$ cat config.mk
export PLATFORM = sky130hd
export DESIGN_NAME = phase_sequencer
export DESIGN_NICKNAME = d
export VERILOG_FILES = /design/src/rtl/phase_sequencer.sv
export SDC_FILE = /design/constraint.sdc
export NUM_CORES = 1
export LEC_CHECK = 0
export ABC_AREA = 1
export CAP_MARGIN = 20
export CORE_ASPECT_RATIO = 0.8
export CORE_UTILIZATION = 59
export DETAILED_ROUTE_END_ITERATION = 7
export PLACE_DENSITY = 0.81
export SYNTH_ARGS = -nofsm -noshare
export SYNTH_HDL_FRONTEND = slang
export SYNTH_SLANG_ARGS = --single-unit
$ cat constraint.sdc
create_clock -name S_AXIS_ACLK -period 4.4 [get_ports S_AXIS_ACLK]
set_input_delay 0.66 -clock S_AXIS_ACLK [delete_from_list [all_inputs] [get_ports S_AXIS_ACLK]]
set_output_delay 0.66 -clock S_AXIS_ACLK [all_outputs]
set_load 0.03 [all_outputs]
$ cat src/rtl/phase_sequencer.sv
// Five-phase timer sequencer: walks enabled phases in ascending order, raising one Ti
// request at a time and advancing on the matching To expiry, with a per-phase watchdog.
module phase_sequencer #(
    parameter logic [4:0]  PHASE_EN = 5'b11111,
    parameter logic [13:0] WD_LIMIT = 14'd16383
) (
    input  logic       S_AXIS_ACLK,
    input  logic       S_AXIS_ARESETN,
    input  logic       start,
    input  logic       abort,
    input  logic       To1,
    input  logic       To2,
    input  logic       To3,
    input  logic       To4,
    input  logic       To5,
    output logic       Ti1,
    output logic       Ti2,
    output logic       Ti3,
    output logic       Ti4,
    output logic       Ti5,
    output logic       busy,
    output logic       done,
    output logic       err,
    output logic [2:0] phase
);

    typedef enum logic [1:0] {
        IDLE = 2'd0,
        RUN  = 2'd1,
        GAP  = 2'd2,
        FIN  = 2'd3
    } state_t;

    state_t      state_q;
    logic [2:0]  phase_q;
    logic [13:0] wd_q;
    logic [4:0]  ti_q;
    logic        busy_q;
    logic        done_q;
    logic        err_q;

    logic [4:0]  to_vec;
    logic [4:0]  above_mask;
    logic [2:0]  first_phase;
    logic [2:0]  next_phase;
    logic        to_hit;

    assign to_vec = {To5, To4, To3, To2, To1};

    // Enabled phases strictly above the one currently held in phase_q.
    genvar gi;
    generate
        for (gi = 0; gi < 5; gi++) begin : g_above
            assign above_mask[gi] = PHASE_EN[gi] && (3'(gi + 1) > phase_q);
        end
    endgenerate

    // Lowest set bit wins: iterate downwards so the last match is the lowest phase.
    always_comb begin
        first_phase = 3'd0;
        next_phase  = 3'd0;
        for (int i = 4; i >= 0; i--) begin
            if (PHASE_EN[i]) begin
                first_phase = 3'(i + 1);
            end
            if (above_mask[i]) begin
                next_phase = 3'(i + 1);
            end
        end
    end

    // ti_q is one-hot on the running phase only, so this picks To_k of the active phase.
    assign to_hit = |(to_vec & ti_q);

    function automatic logic [4:0] phase_onehot(input logic [2:0] p);
        logic [4:0] oh;
        oh = 5'b00000;
        case (p)
            3'd1:    oh = 5'b00001;
            3'd2:    oh = 5'b00010;
            3'd3:    oh = 5'b00100;
            3'd4:    oh = 5'b01000;
            3'd5:    oh = 5'b10000;
            default: oh = 5'b00000;
        endcase
        return oh;
    endfunction

    always_ff @(posedge S_AXIS_ACLK or negedge S_AXIS_ARESETN) begin
        if (!S_AXIS_ARESETN) begin
            state_q <= IDLE;
            phase_q <= 3'd0;
            wd_q    <= 14'd0;
            ti_q    <= 5'b00000;
            busy_q  <= 1'b0;
            done_q  <= 1'b0;
            err_q   <= 1'b0;
        end else begin
            done_q <= 1'b0;
            unique case (state_q)
                IDLE: begin
                    if (start && !abort) begin
                        err_q  <= 1'b0;
                        busy_q <= 1'b1;
                        wd_q   <= 14'd0;
                        if (first_phase != 3'd0) begin
                            state_q <= RUN;
                            phase_q <= first_phase;
                            ti_q    <= phase_onehot(first_phase);
                        end else begin
                            state_q <= FIN;
                            done_q  <= 1'b1;
                        end
                    end
                end
                RUN: begin
                    if (abort) begin
                        state_q <= IDLE;
                        phase_q <= 3'd0;
                        ti_q    <= 5'b00000;
                        busy_q  <= 1'b0;
                        wd_q    <= 14'd0;
                    end else if (to_hit) begin
                        ti_q <= 5'b00000;
                        wd_q <= 14'd0;
                        if (next_phase != 3'd0) begin
                            state_q <= GAP;
                        end else begin
                            state_q <= FIN;
                            phase_q <= 3'd0;
                            done_q  <= 1'b1;
                        end
                    end else if (wd_q == WD_LIMIT) begin
                        state_q <= IDLE;
                        phase_q <= 3'd0;
                        ti_q    <= 5'b00000;
                        busy_q  <= 1'b0;
                        err_q   <= 1'b1;
                        wd_q    <= 14'd0;
                    end else begin
                        wd_q <= 14'(wd_q + 14'd1);
                    end
                end
                GAP: begin
                    if (abort) begin
                        state_q <= IDLE;
                        phase_q <= 3'd0;
                        busy_q  <= 1'b0;
                    end else begin
                        state_q <= RUN;
                        phase_q <= next_phase;
                        ti_q    <= phase_onehot(next_phase);
                        wd_q    <= 14'd0;
                    end
                end
                FIN: begin
                    state_q <= IDLE;
                    phase_q <= 3'd0;
                    busy_q  <= 1'b0;
                end
                default: begin
                    state_q <= IDLE;
                    phase_q <= 3'd0;
                    ti_q    <= 5'b00000;
                    busy_q  <= 1'b0;
                end
            endcase
        end
    end

    assign Ti1   = ti_q[0];
    assign Ti2   = ti_q[1];
    assign Ti3   = ti_q[2];
    assign Ti4   = ti_q[3];
    assign Ti5   = ti_q[4];
    assign busy  = busy_q;
    assign done  = done_q;
    assign err   = err_q;
    assign phase = phase_q;

endmodule

# == After elaboration in Yosys (flattened, before gate mapping) ==
# Index checks and enable logic that the tools add are counted.
# word_totals
elab_cells,93
out_inout_bits,11
reg_bits,27
input_bits,9
# op_classes
bitwise,1
mux,47
magnitude_cmp,5
add_sub_neg,1
n_reduce_logical,13
eq_ne,19
# ops
op,count
two-way mux 14 bit,5
one-hot mux 14 bit (3 select lines),1
two-way mux 3 bit,11
two-way mux 5 bit,5
one-hot mux 5 bit (5 select lines),1
two-way mux 1 bit,15
one-hot mux 5 bit (3 select lines),1
"adder 14 x 1 -> 14 bit, second input constant",1
"equality test 14 bit, second input constant",1
"inequality test 2 bit, second input constant",6
one-hot mux 3 bit (4 select lines),1
two-way mux 2 bit,4
"inequality test 4 bit, second input constant",2
one-hot mux 2 bit (4 select lines),1
AND reduction 4 bit,2
"equality test 3 x 2 -> 1 bit, second input constant",2
"equality test 3 bit, second input constant",2
"greater-than comparator 2 x 3 -> 1 bit, first input constant",2
"greater-than comparator 3 bit, first input constant",2
"inequality test 3 bit, second input constant",2
AND reduction 3 bit,2
nonzero test 3 bit,2
AND 5 bit,1
AND reduction 5 bit,1
12 further kinds,13

# == Longest topological paths before layout ==
# Gate-level depths: netlist of run 1.
# logic_depth
depth_word,11
ltp_mapped,11
depth_no_buf,11

# == Worst setup path after synthesis of run 1 ==
# OpenSTA, ideal clock, no wires.
# synth_path
path_kind,register to register
startpoint,register state_q[0]
endpoint,register wd_q[6]
setup_time_ps,119
arrival_time_ps,1466
slack_ps,2815
stages_incl_launch_ff,9
required_ps,4281
synth_period_minus_slack_ps,1585
n_path_buf,0
path_cell_list,dfrtp_1 inv_1 ha_1 a21oi_1 nand2_4 nor2_1 nand2_1 xor2_1 nor2_1
# synth_via
elab_chain_len,3
word_cells_on_any_way,8
cone_classes,eq/ne: 4; mux: 1; reduce/logical: 3
# synth_rtl
element,line,source
from (decl),34,state_t state_q;
from (signal assigned),91,state_q <= IDLE;
from (signal assigned),107,state_q <= RUN;
from (signal assigned),111,state_q <= FIN;
equality test 2 bit (tied with other cells),100,unique case (state_q)
inequality test 2 bit (no line) / nonzero test 3 bit (equally long branches),-,
AND reduction 3 bit (no line),-,
to (signal assigned),141,wd_q <= 14'(wd_q + 14'd1);
to (decl),36,logic [13:0] wd_q;
# Parallel ways exist; a longest one is shown, timed or not.
# A chain may end at the register's enable or synchronous reset.

# == Worst setup path in the final report of run 1 ==
# layout_path
startpoint,register phase_q[1] (netlist: phase[1])
endpoint,output phase[1]
# layout_rtl
element,line,source
from (decl),35,logic [2:0] phase_q;
from (signal assigned),108,phase_q <= first_phase;
from (signal assigned),151,phase_q <= next_phase;
to (decl),24,output logic [2:0] phase
# No word-level cell between the ends.

==> results.cfg, run 1 <==
[setup_path]
cp.required_ps = 3740
crit_path_max_incr_delay_ps = 730
worstPathArrival_ps = 1570
path_class = register to output pin
crit_family = buffers and inverters
cp_max_fo = 8
critical_path_buf_inv_count = 1
path_cells = clkdlybuf4s50_1
cp.depth = 1
crit_path_end_kind = output pin
worstRegToRegCells = 9
slowest_stage = clkdlybuf4s50_1
crit_path_start_kind = register

[route]
wl_um = 3420
drcViolationCount = 0
drtPass1Iterations = 4
wl_per_cell_um = 13.2
antenna_left = 0
drt_iter0_drc = 118
vias = 1377
drt-vias-per-instance = 5.32

[clocking]
cts_max_level = 1
cts.sinks = 27
clock_latency_ps = 330
cts_buffers = 3
clock_path_buffers = 2
cts_resized = 0
cts_setup_buffers = 0
cts_root_buf = clkbuf_4
clk_pin_slew_ps = 150
cts_hold_buf = 0
cts_tree = built

[sta]
fin_crit_sh_pct = 50.6
hold_viol_final = 0
slew_viol_final = 0
hold-worst-slack_ps = 517
min_period_ps = 2230
setup_viol = 0
setup_slack_ps = 2170
max_freq_mhz = 449
slew-limit-headroom_pct = 77.3
rsz0062_at_grt = false
worst_pin_slew_ps = 341
clock_skew_ps = 18.6
tns_ps = 0

[power_and_ir_drop]
switchingPower_uw = 352
power.internal_uw = 431
pwr-share-comb_pct = 47.1
total_power_uw = 783
clkPwrFrac_pct = 13.8
netSwitchingFraction_pct = 44.9
power.share.sequential_pct = 39.1
leakage_nw = 0.825
power_density_nw_per_um2 = 423
peakVddDrop_v = 0.000272

[min_path]
min_path_type = register to register
hold_depth = 2

[finish]
diodes = 0
area_growth_pct = 16.2
fin_cells = 259
drive_above_1_share_pct = 10.8
final_net_count = 239
fillCellCount = 191

[synth]
yosysWarnings = 0
synth_edf_count = 0
synth_seq_cells = 27
ys_seq_area_share_pct = 42.5
synth_ff_type = dfrtp_1
syn-num-nets = 215
async_reset_ff_share_pct = 100
yosysUniqueCellTypes = 29
syn_area_per_cell_um2 = 7.96
syn-cell-area_um2 = 1590
syn_inst = 200

[die]
io_pins = 20
dieArea_um2 = 2910
floorplan.rows = 16
coreArea_um2 = 2500
initial_utilization_pct = 63.6
die_height_um = 48.5
die_w_um = 60.1

[flow_run]
drv_cap = 0

[global_routing]
grt_pass1_wl_um = 5840
track_usage_pct = 26.6
antenna_found_initial = 0
grt_max_degree = 28
grt_pass1_vias = 1247
globalRouteOverflowTotal = 0

[placed_design]
hpwlAfterDp_um = 2600
dp_slack_ps = 2080
place.gp.congestion = 0.926
io_buffers = 19
placedCellCount = 255

[status]
status = finished, final reports clean
-- area by class of cell --
| class | instances | area (µm²) | share of cell area (%) |
|---|---|---|---|
| multi-input combinational | 153 | 833 | 45.1 |
| tap | 36 | 45.0 | 2.44 |
| clock buffer | 4 | 26.3 | 1.42 |
| sequential | 27 | 676 | 36.5 |
| timing repair buffer | 20 | 198 | 10.7 |
| inverter | 19 | 71.3 | 3.86 |
-- metrics by stage --
stage | instance area [µm²] | utilization (%)
4_1_cts | 1850 | 73.9
3_5_place_dp | 1820 | 72.9
3_3_place_gp | 1820 | 72.9
2_1_floorplan | 1590 | -
5_1_grt | 1850 | 73.9
6_report | 1850 | 73.9
-- worst min-delay path, delay by kind of cell (launching register included) --
kind             cells  cell delay [ps]
DFF                  1              390
and+or+nand+nor      2              110
-- routing by layer --
layer / part of all wire, % / track usage (%) / up-vias
met4: 0.53 / 3.49 / 0
met3: 6.9 / 4.81 / 4
li1: - / - / 688
met2: 42 / 39.1 / 58
met5: 0 / 0 / -
met1: 50 / 41.9 / 627
-- cells in the final DEF, fill, tap and decap left out, types with 2 or more instances in the layout --
master,netlist,final
clkbuf_4,0,3
clkdlybuf4s50_1,0,19
dfrtp_1,27,27
nor3_4,2,2
o21ai_1,4,4
o21ai_2,4,4
ha_1,6,6
nand3_1,9,9
nand2_1,54,54
a21oi_1,6,6
xnor2_1,2,2
xor2_1,4,4
o21a_1,2,2
inv_1,14,14
inv_2,5,5
nor2_1,37,37
nand2_4,3,3
nand4_1,7,7
nand3_2,2,2
-- power by group through the flow --
stage | Combinational [mW] | Sequential (mW) | Clock, mW
global route | 0.411 | 0.311 | 0.117
detailed placement | 0.366 | 0.311 | 0
global placement | 0.349 | 0.309 | 0
finish | 0.369 | 0.306 | 0.108
floorplan | 0.247 | 0.333 | 0
CTS | 0.367 | 0.306 | 0.110
-- cell families (layout without fill, tap and decap cells) --
kind of cell	Yosys count	in the layout	synth area share, %
XOR/XNOR	6	6	3.30
AO/OA/AOI/OAI	22	22	8.96
flip-flops	27	27	42.5
buffers and inverters	20	43	5.19
adder cells (fa/ha/maj)	6	6	4.72
AND/OR/NAND/NOR	119	119	35.4
-- Yosys cell counts (2+ instances only) --
master | count | area share, %
inv_2 | 5 | 1.2
nand3_1 | 9 | 2.8
nor2_1 | 37 | 8.7
nand4_1 | 7 | 2.8
o21ai_2 | 4 | 2.2
o21ai_1 | 4 | 1.3
nand2_4 | 3 | 2.1
xor2_1 | 4 | 2.2
a21oi_1 | 6 | 1.9
nor3_4 | 2 | 2.0
nand3_2 | 2 | 1.3
dfrtp_1 | 27 | 42
o21a_1 | 2 | 0.94
ha_1 | 6 | 4.7
nand2_1 | 54 | 13
xnor2_1 | 2 | 1.1
inv_1 | 14 | 3.3
-- final timing paths --
| path | startpoint | slack (ps) | end |
|---|---|---|---|
| hold reg to reg | ti_q[0] | 520 | ti_q[0] |
| hold / removal | ti_q[0] | 520 | ti_q[0] |
| setup / recovery | phase[1] | 2170 | phase[1] |
| setup reg to reg | state_q[0] | 2530 | ti_q[0] |
| max in group asynchronous | S_AXIS_ARESETN | 3460 | wd_q[13] |
| min in group asynchronous | S_AXIS_ARESETN | 670 | phase[0] |
-- registers in the layout (all words and copies together), names as in the netlist --
register	flops
err	1
phase	3
state_q	2
ti_q	5
busy	1
done	1
wd_q	14
(Power assumes the default switching activity.)
==> run 2: changes to the inputs <==
--- a/config.mk
+++ b/config.mk
@@ -8,9 +8,9 @@
 export ABC_AREA = 1
 export CAP_MARGIN = 20
 export CORE_ASPECT_RATIO = 0.8
-export CORE_UTILIZATION = 59
+export CORE_UTILIZATION = 49
 export DETAILED_ROUTE_END_ITERATION = 7
-export PLACE_DENSITY = 0.81
+export PLACE_DENSITY = 0.72
 export SYNTH_ARGS = -nofsm -noshare
 export SYNTH_HDL_FRONTEND = slang
 export SYNTH_SLANG_ARGS = --single-unit
==> constraint.sdc (replaced) <==
create_clock -name S_AXIS_ACLK -period 2 [get_ports S_AXIS_ACLK]
set_input_delay 0.3 -clock S_AXIS_ACLK [delete_from_list [all_inputs] [get_ports S_AXIS_ACLK]]
set_output_delay 0.3 -clock S_AXIS_ACLK [all_outputs]
set_load 0.03 [all_outputs]
==> run 2 against run 1 <==
Utilization shrank 13 points. Register-to-register slack lost 2300 ps. Global-route usage shrank 6.2 points.
==> results.cfg, run 2 (same netlist as run 1, synthesis figures left out) <==
[power_and_ir_drop]
power.share.sequential_pct = 38.1
power.internal_mw = 1.01
pwr-share-comb_pct = 44.6
power_density_nw_per_um2 = 942
clkPwrFrac_pct = 17.2
peakVddDrop_v = 0.000533
switchingPower_uw = 758
leakage_nw = 0.836
netSwitchingFraction_pct = 42.9

[finish]
fin_area_um2 = 1880
largest-register = wd_q
final_net_count = 239
diodes = 0
mostFrequentLayoutCells = nand2_1, nor2_1, dfrtp_1, clkdlybuf4s50_1, inv_1
largest_reg_flops = 14
final_common_cell = nand2_1
area_growth_pct = 18.0
drive_above_1_share_pct = 11.7
fillCellCount = 267

[sta]
rsz0062_at_grt = false
max_freq_mhz = 561
fin_crit_sh_pct = 89.1
setup_slack_ps = 218
hold-worst-slack_ps = 387
hold_viol_final = 0
tns_ps = 0
slew_viol_final = 0
worst_pin_slew_ps = 343
min_period_ps = 1780
clock_skew_ps = 4.42
setup_viol = 0
slew-limit-headroom_pct = 77.1

[clocking]
cts_buffers = 3
clock_path_buffers = 2
clock_latency_ps = 270
cts_tree = built
cts_max_level = 1
cts_root_buf = clkbuf_8
cts.sinks = 27
clk_pin_slew_ps = 90
cts_setup_buffers = 0

[route]
drcViolationCount = 0
vias = 1364
drtPass1Iterations = 4
antenna_left = 0
wl_um = 3300
drt_iter0_drc = 103
drt-vias-per-instance = 5.19
wl_per_cell_um = 12.6

[setup_path]
cp.required_ps = 2170
cp_max_fo = 12
reg2reg_from = state_q[0]
crit_path_start_kind = register
reg2reg_slack_ps = 220
worstRegToRegCells = 11
crit_path_end_kind = register
rr_endpoint = ti_q[0]
path_class = register to register
worstPathArrival_ps = 1950

[die]
dieArea_um2 = 3480
coreArea_um2 = 3090
io_pins = 20
initial_utilization_pct = 51.6
floorplan.rows = 18
die_height_um = 53.0
die_w_um = 65.7

[global_routing]
antenna_found_initial = 0
grt_pass1_wl_um = 5340
globalRouteOverflowTotal = 0
track_usage_pct = 20.4
grt_max_degree = 28
grt_pass1_vias = 1211

[placed_design]
hpwlAfterDp_um = 2530
io_buffers = 19
place.gp.congestion = 0.872
dp_slack_ps = 83.4
placed_cell_area_um2 = 1830

[status]
status = finished, final reports clean

[min_path]
min_path_type = primary input to asynchronous set/reset pin

[flow_run]
drv_cap = 0
## run 2: repair_timing
| action | in CTS | in global routing |
|---|---|---|
| endpoints found under the setup margin | 0 | 1 |
| hold buffers | 0 | 0 |
| gates resized for setup | 0 | 1 |
## run 2: area by class of cell
type / instances / area [µm²] / share of cell area [%]
Inverter: 19 / 71.3 / 3.80
Timing Repair Buffer: 20 / 198 / 10.5
Clock buffer: 3 / 41.3 / 2.20
Clock inverter: 1 / 5.00 / 0.266
Multi-Input combinational cell: 153 / 837 / 44.6
Sequential cell: 27 / 676 / 36.0
Tap cell: 40 / 50.0 / 2.66
## run 2: routing by layer
metal | vias to the layer above | track usage [%] | wire, µm
met3 | 2 | 4.53 | 228
li1 | 690 | - | -
met4 | 0 | 3.26 | 12
met5 | - | 0 | 0
met1 | 630 | 29.3 | 1640
met2 | 42 | 31.8 | 1430
## run 2: how the worst max path moves through the flow
stage / startpoint / to / slack (ps)
detailed placement: abort / ti_q[0] / 80
finish: state_q[0] / ti_q[0] / 220
floorplan: state_q[0] / wd_q[6] / 410
global route: state_q[0] / ti_q[0] / 30
global placement: abort / ti_q[0] / 150
CTS: state_q[0] / ti_q[0] / 160
## run 2: worst max-delay path, cell delays in order (launching register included)
cell,delay (ps)
dfrtp_1,410
inv_1,140
ha_1,160
inv_1,70
a21oi_2,140
inv_2,90
nand2_4,120
inv_2,100
nand2_4,160
inv_2,120
o21ai_1,100
nand2_1,60
## run 2: power groups by stage
| stage | registers [mW] | logic (mW) | clock network (mW) |
|---|---|---|---|
| 6_report | 0.675 | 0.790 | 0.304 |
| 3_3_place_gp | 0.680 | 0.769 | 0 |
| 5_1_grt | 0.687 | 0.891 | 0.332 |
| 3_5_place_dp | 0.686 | 0.784 | 0 |
| 4_1_cts | 0.676 | 0.787 | 0.314 |
| 2_1_floorplan | 0.732 | 0.544 | 0 |
## run 2: per-stage QoR
step / std cells / power [mW] / utilization (%)
final: 263 / 1.77 / 60.9
after global routing: 263 / 1.91 / 60.9
after CTS: 263 / 1.78 / 60.7
after detailed placement: 259 / 1.47 / 59.2
after global placement: 259 / 1.45 / 59.2
after floorplan: 200 / 1.28 / -
==> run 3: changes to the inputs <==
--- a/config.mk
+++ b/config.mk
@@ -8,9 +8,10 @@
 export ABC_AREA = 1
 export CAP_MARGIN = 20
 export CORE_ASPECT_RATIO = 0.8
-export CORE_UTILIZATION = 49
+export CORE_UTILIZATION = 55
 export DETAILED_ROUTE_END_ITERATION = 7
-export PLACE_DENSITY = 0.72
+export PLACE_DENSITY = 0.76
 export SYNTH_ARGS = -nofsm -noshare
 export SYNTH_HDL_FRONTEND = slang
 export SYNTH_SLANG_ARGS = --single-unit
+export TNS_END_PERCENT = 20
==> constraint.sdc (replaced) <==
create_clock -name S_AXIS_ACLK -period 1.64 [get_ports S_AXIS_ACLK]
set_input_delay 0.246 -clock S_AXIS_ACLK [delete_from_list [all_inputs] [get_ports S_AXIS_ACLK]]
set_output_delay 0.246 -clock S_AXIS_ACLK [all_outputs]
set_load 0.03 [all_outputs]
==> run 3 against run 2 <==
Utilization is 13 points higher. Die area is 11% lower. Sequential power is 22% higher. Power is 34% higher. First-iteration DRC count is 48% lower. Design area is 7.5% higher. Sequential share of layout area is 2.5 points lower. Critical path depth is 10 lower. Wire length is 10% higher. Critical path type is now register to output pin.
==> results.cfg, run 3 (same netlist as run 1, synthesis figures left out) <==
[finish]
drive_above_1_share_pct = 21.3
largest_reg_flops = 14
largest-register = wd_q
mostFrequentLayoutCells = nand2_1, nor2_1, dfrtp_1, buf_4, inv_1
multi_input_area_um2 = 868
final_common_cell = nand2_1
final_net_count = 256
fillCellCount = 206
seq_area_um2 = 676
area_growth_pct = 26.8
diodes = 0

[sta]
worst_pin_slew_ps = 345
slew_viol_final = 0
clock_skew_ps = 18.4
max_freq_mhz = 626
slew-limit-headroom_pct = 77.0
rsz0062_at_grt = true
min_period_ps = 1600
fin_crit_sh_pct = 97.4
setup_viol = 0
hold_viol_final = 0
hold-worst-slack_ps = 247
setup_slack_ps = 42.8

[global_routing]
track_usage_pct = 25.8
grt_pass1_wl_um = 6200
grt_max_degree = 28
globalRouteOverflowTotal = 0
antenna_found_initial = 0
grt_pass1_vias = 1370

[status]
status = finished, final reports clean

[die]
die_height_um = 50.1
floorplan.rows = 17
die_w_um = 62.1
dieArea_um2 = 3110
io_pins = 20
initial_utilization_pct = 58.0
coreArea_um2 = 2740

[route]
vias = 1445
drtPass1Iterations = 4
wl_per_cell_um = 13.1
drt_iter0_drc = 54
antenna_left = 0
drcViolationCount = 0
wl_um = 3630
drt-vias-per-instance = 5.20

[placed_design]
place.gp.congestion = 0.881
io_buffers = 19
hpwlAfterDp_um = 2730
dp_slack_ps = -114

[min_path]
min_path_type = primary input to asynchronous set/reset pin

[setup_path]
crit_path_start_kind = register
slowest_stage = clkdlybuf4s50_1
cp.required_ps = 1390
worstPathArrival_ps = 1350
crit_path_max_incr_delay_ps = 660
path_class = register to output pin
crit_path_end_kind = output pin
path_cells = clkdlybuf4s50_1
crit_family = buffers and inverters
cp_max_fo = 1
critical_path_buf_inv_count = 1

[clocking]
cts_root_buf = clkbuf_4
clk_pin_slew_ps = 160
clock_path_buffers = 2
cts_max_level = 1
clock_latency_ps = 340
cts_buffers = 3
cts.sinks = 27
cts_tree = built

[power_and_ir_drop]
power_density_nw_per_um2 = 1180
leakage_nw = 0.972
peakVddDrop_v = 0.000962

[flow_run]
drv_cap = 0
-- run 3: cell types whose count changed in the layout (fill, tap and decap cells not counted), sizes merged --
cell           previous run  this run
clkinvlp                  0         1
buf                       1        18
dlymetal6s2s              0         2
clkdlybuf4s50            19         9
dlygate4sd2               0         8
clkinv                    1         0
-- run 3: power by group --
group | internal (mW) | switching, mW | total (mW)
logic | 0.492 | 0.750 | 1.24
registers | 0.747 | 0.0781 | 0.825
clock network | 0.0935 | 0.213 | 0.306
total | 1.33 | 1.04 | 2.37
-- run 3: final timing paths --
path / end / from / slack [ps] / cells past startpoint
worst min-delay path: wd_q[5] / S_AXIS_ARESETN / 250 / 2
max in group asynchronous: phase[2] / S_AXIS_ARESETN / 1120 / 2
min in group S_AXIS_ACLK: busy / busy / 500 / 2
worst max register to register: ti_q[2] / state_q[0] / 50 / 9
worst max-delay path: done / done / 40 / 1
worst min register to register: busy / busy / 500 / 2
-- run 3: timing repair --
action,CTS,global route
buffers inserted,0,4
resized for setup,9,14
endpoints found under the setup margin,12,24
pin swaps,0,3
hold buffers,0,0
-- run 3: area by class of cell --
class                   instances  share of cell area, %
multi-input cells             153                   43.0
flip-flops and latches         27                   33.5
clock inverters                 1                  0.372
repair buffers                 37                   15.9
well taps                      38                   2.36
inverters                      19                   3.78
clock buffers                   3                   1.12
-- run 3: through the flow --
step	area (µm²)	TNS (ps)	util, %	std cells	total power, mW
2_1_floorplan	1590	0	-	200	1.56
3_3_place_gp	1920	-134	70.1	270	1.93
3_5_place_dp	1920	-1240	70.1	270	1.96
4_1_cts	1950	-4.25	71.0	274	2.25
5_1_grt	2020	-85.9	73.6	278	2.53
6_report	2020	0	73.6	278	2.37
-- run 3: layer usage --
| metal | track usage [%] | up-vias | routed length [µm] | part of all wire (%) |
|---|---|---|---|---|
| li1 | - | 729 | - | - |
| met1 | 35.7 | 680 | 1800 | 49 |
| met2 | 41.0 | 30 | 1620 | 45 |
| met3 | 4.86 | 6 | 157 | 4.3 |
| met4 | 8.53 | 0 | 53 | 1.5 |
| met5 | 0 | - | 0 | 0 |
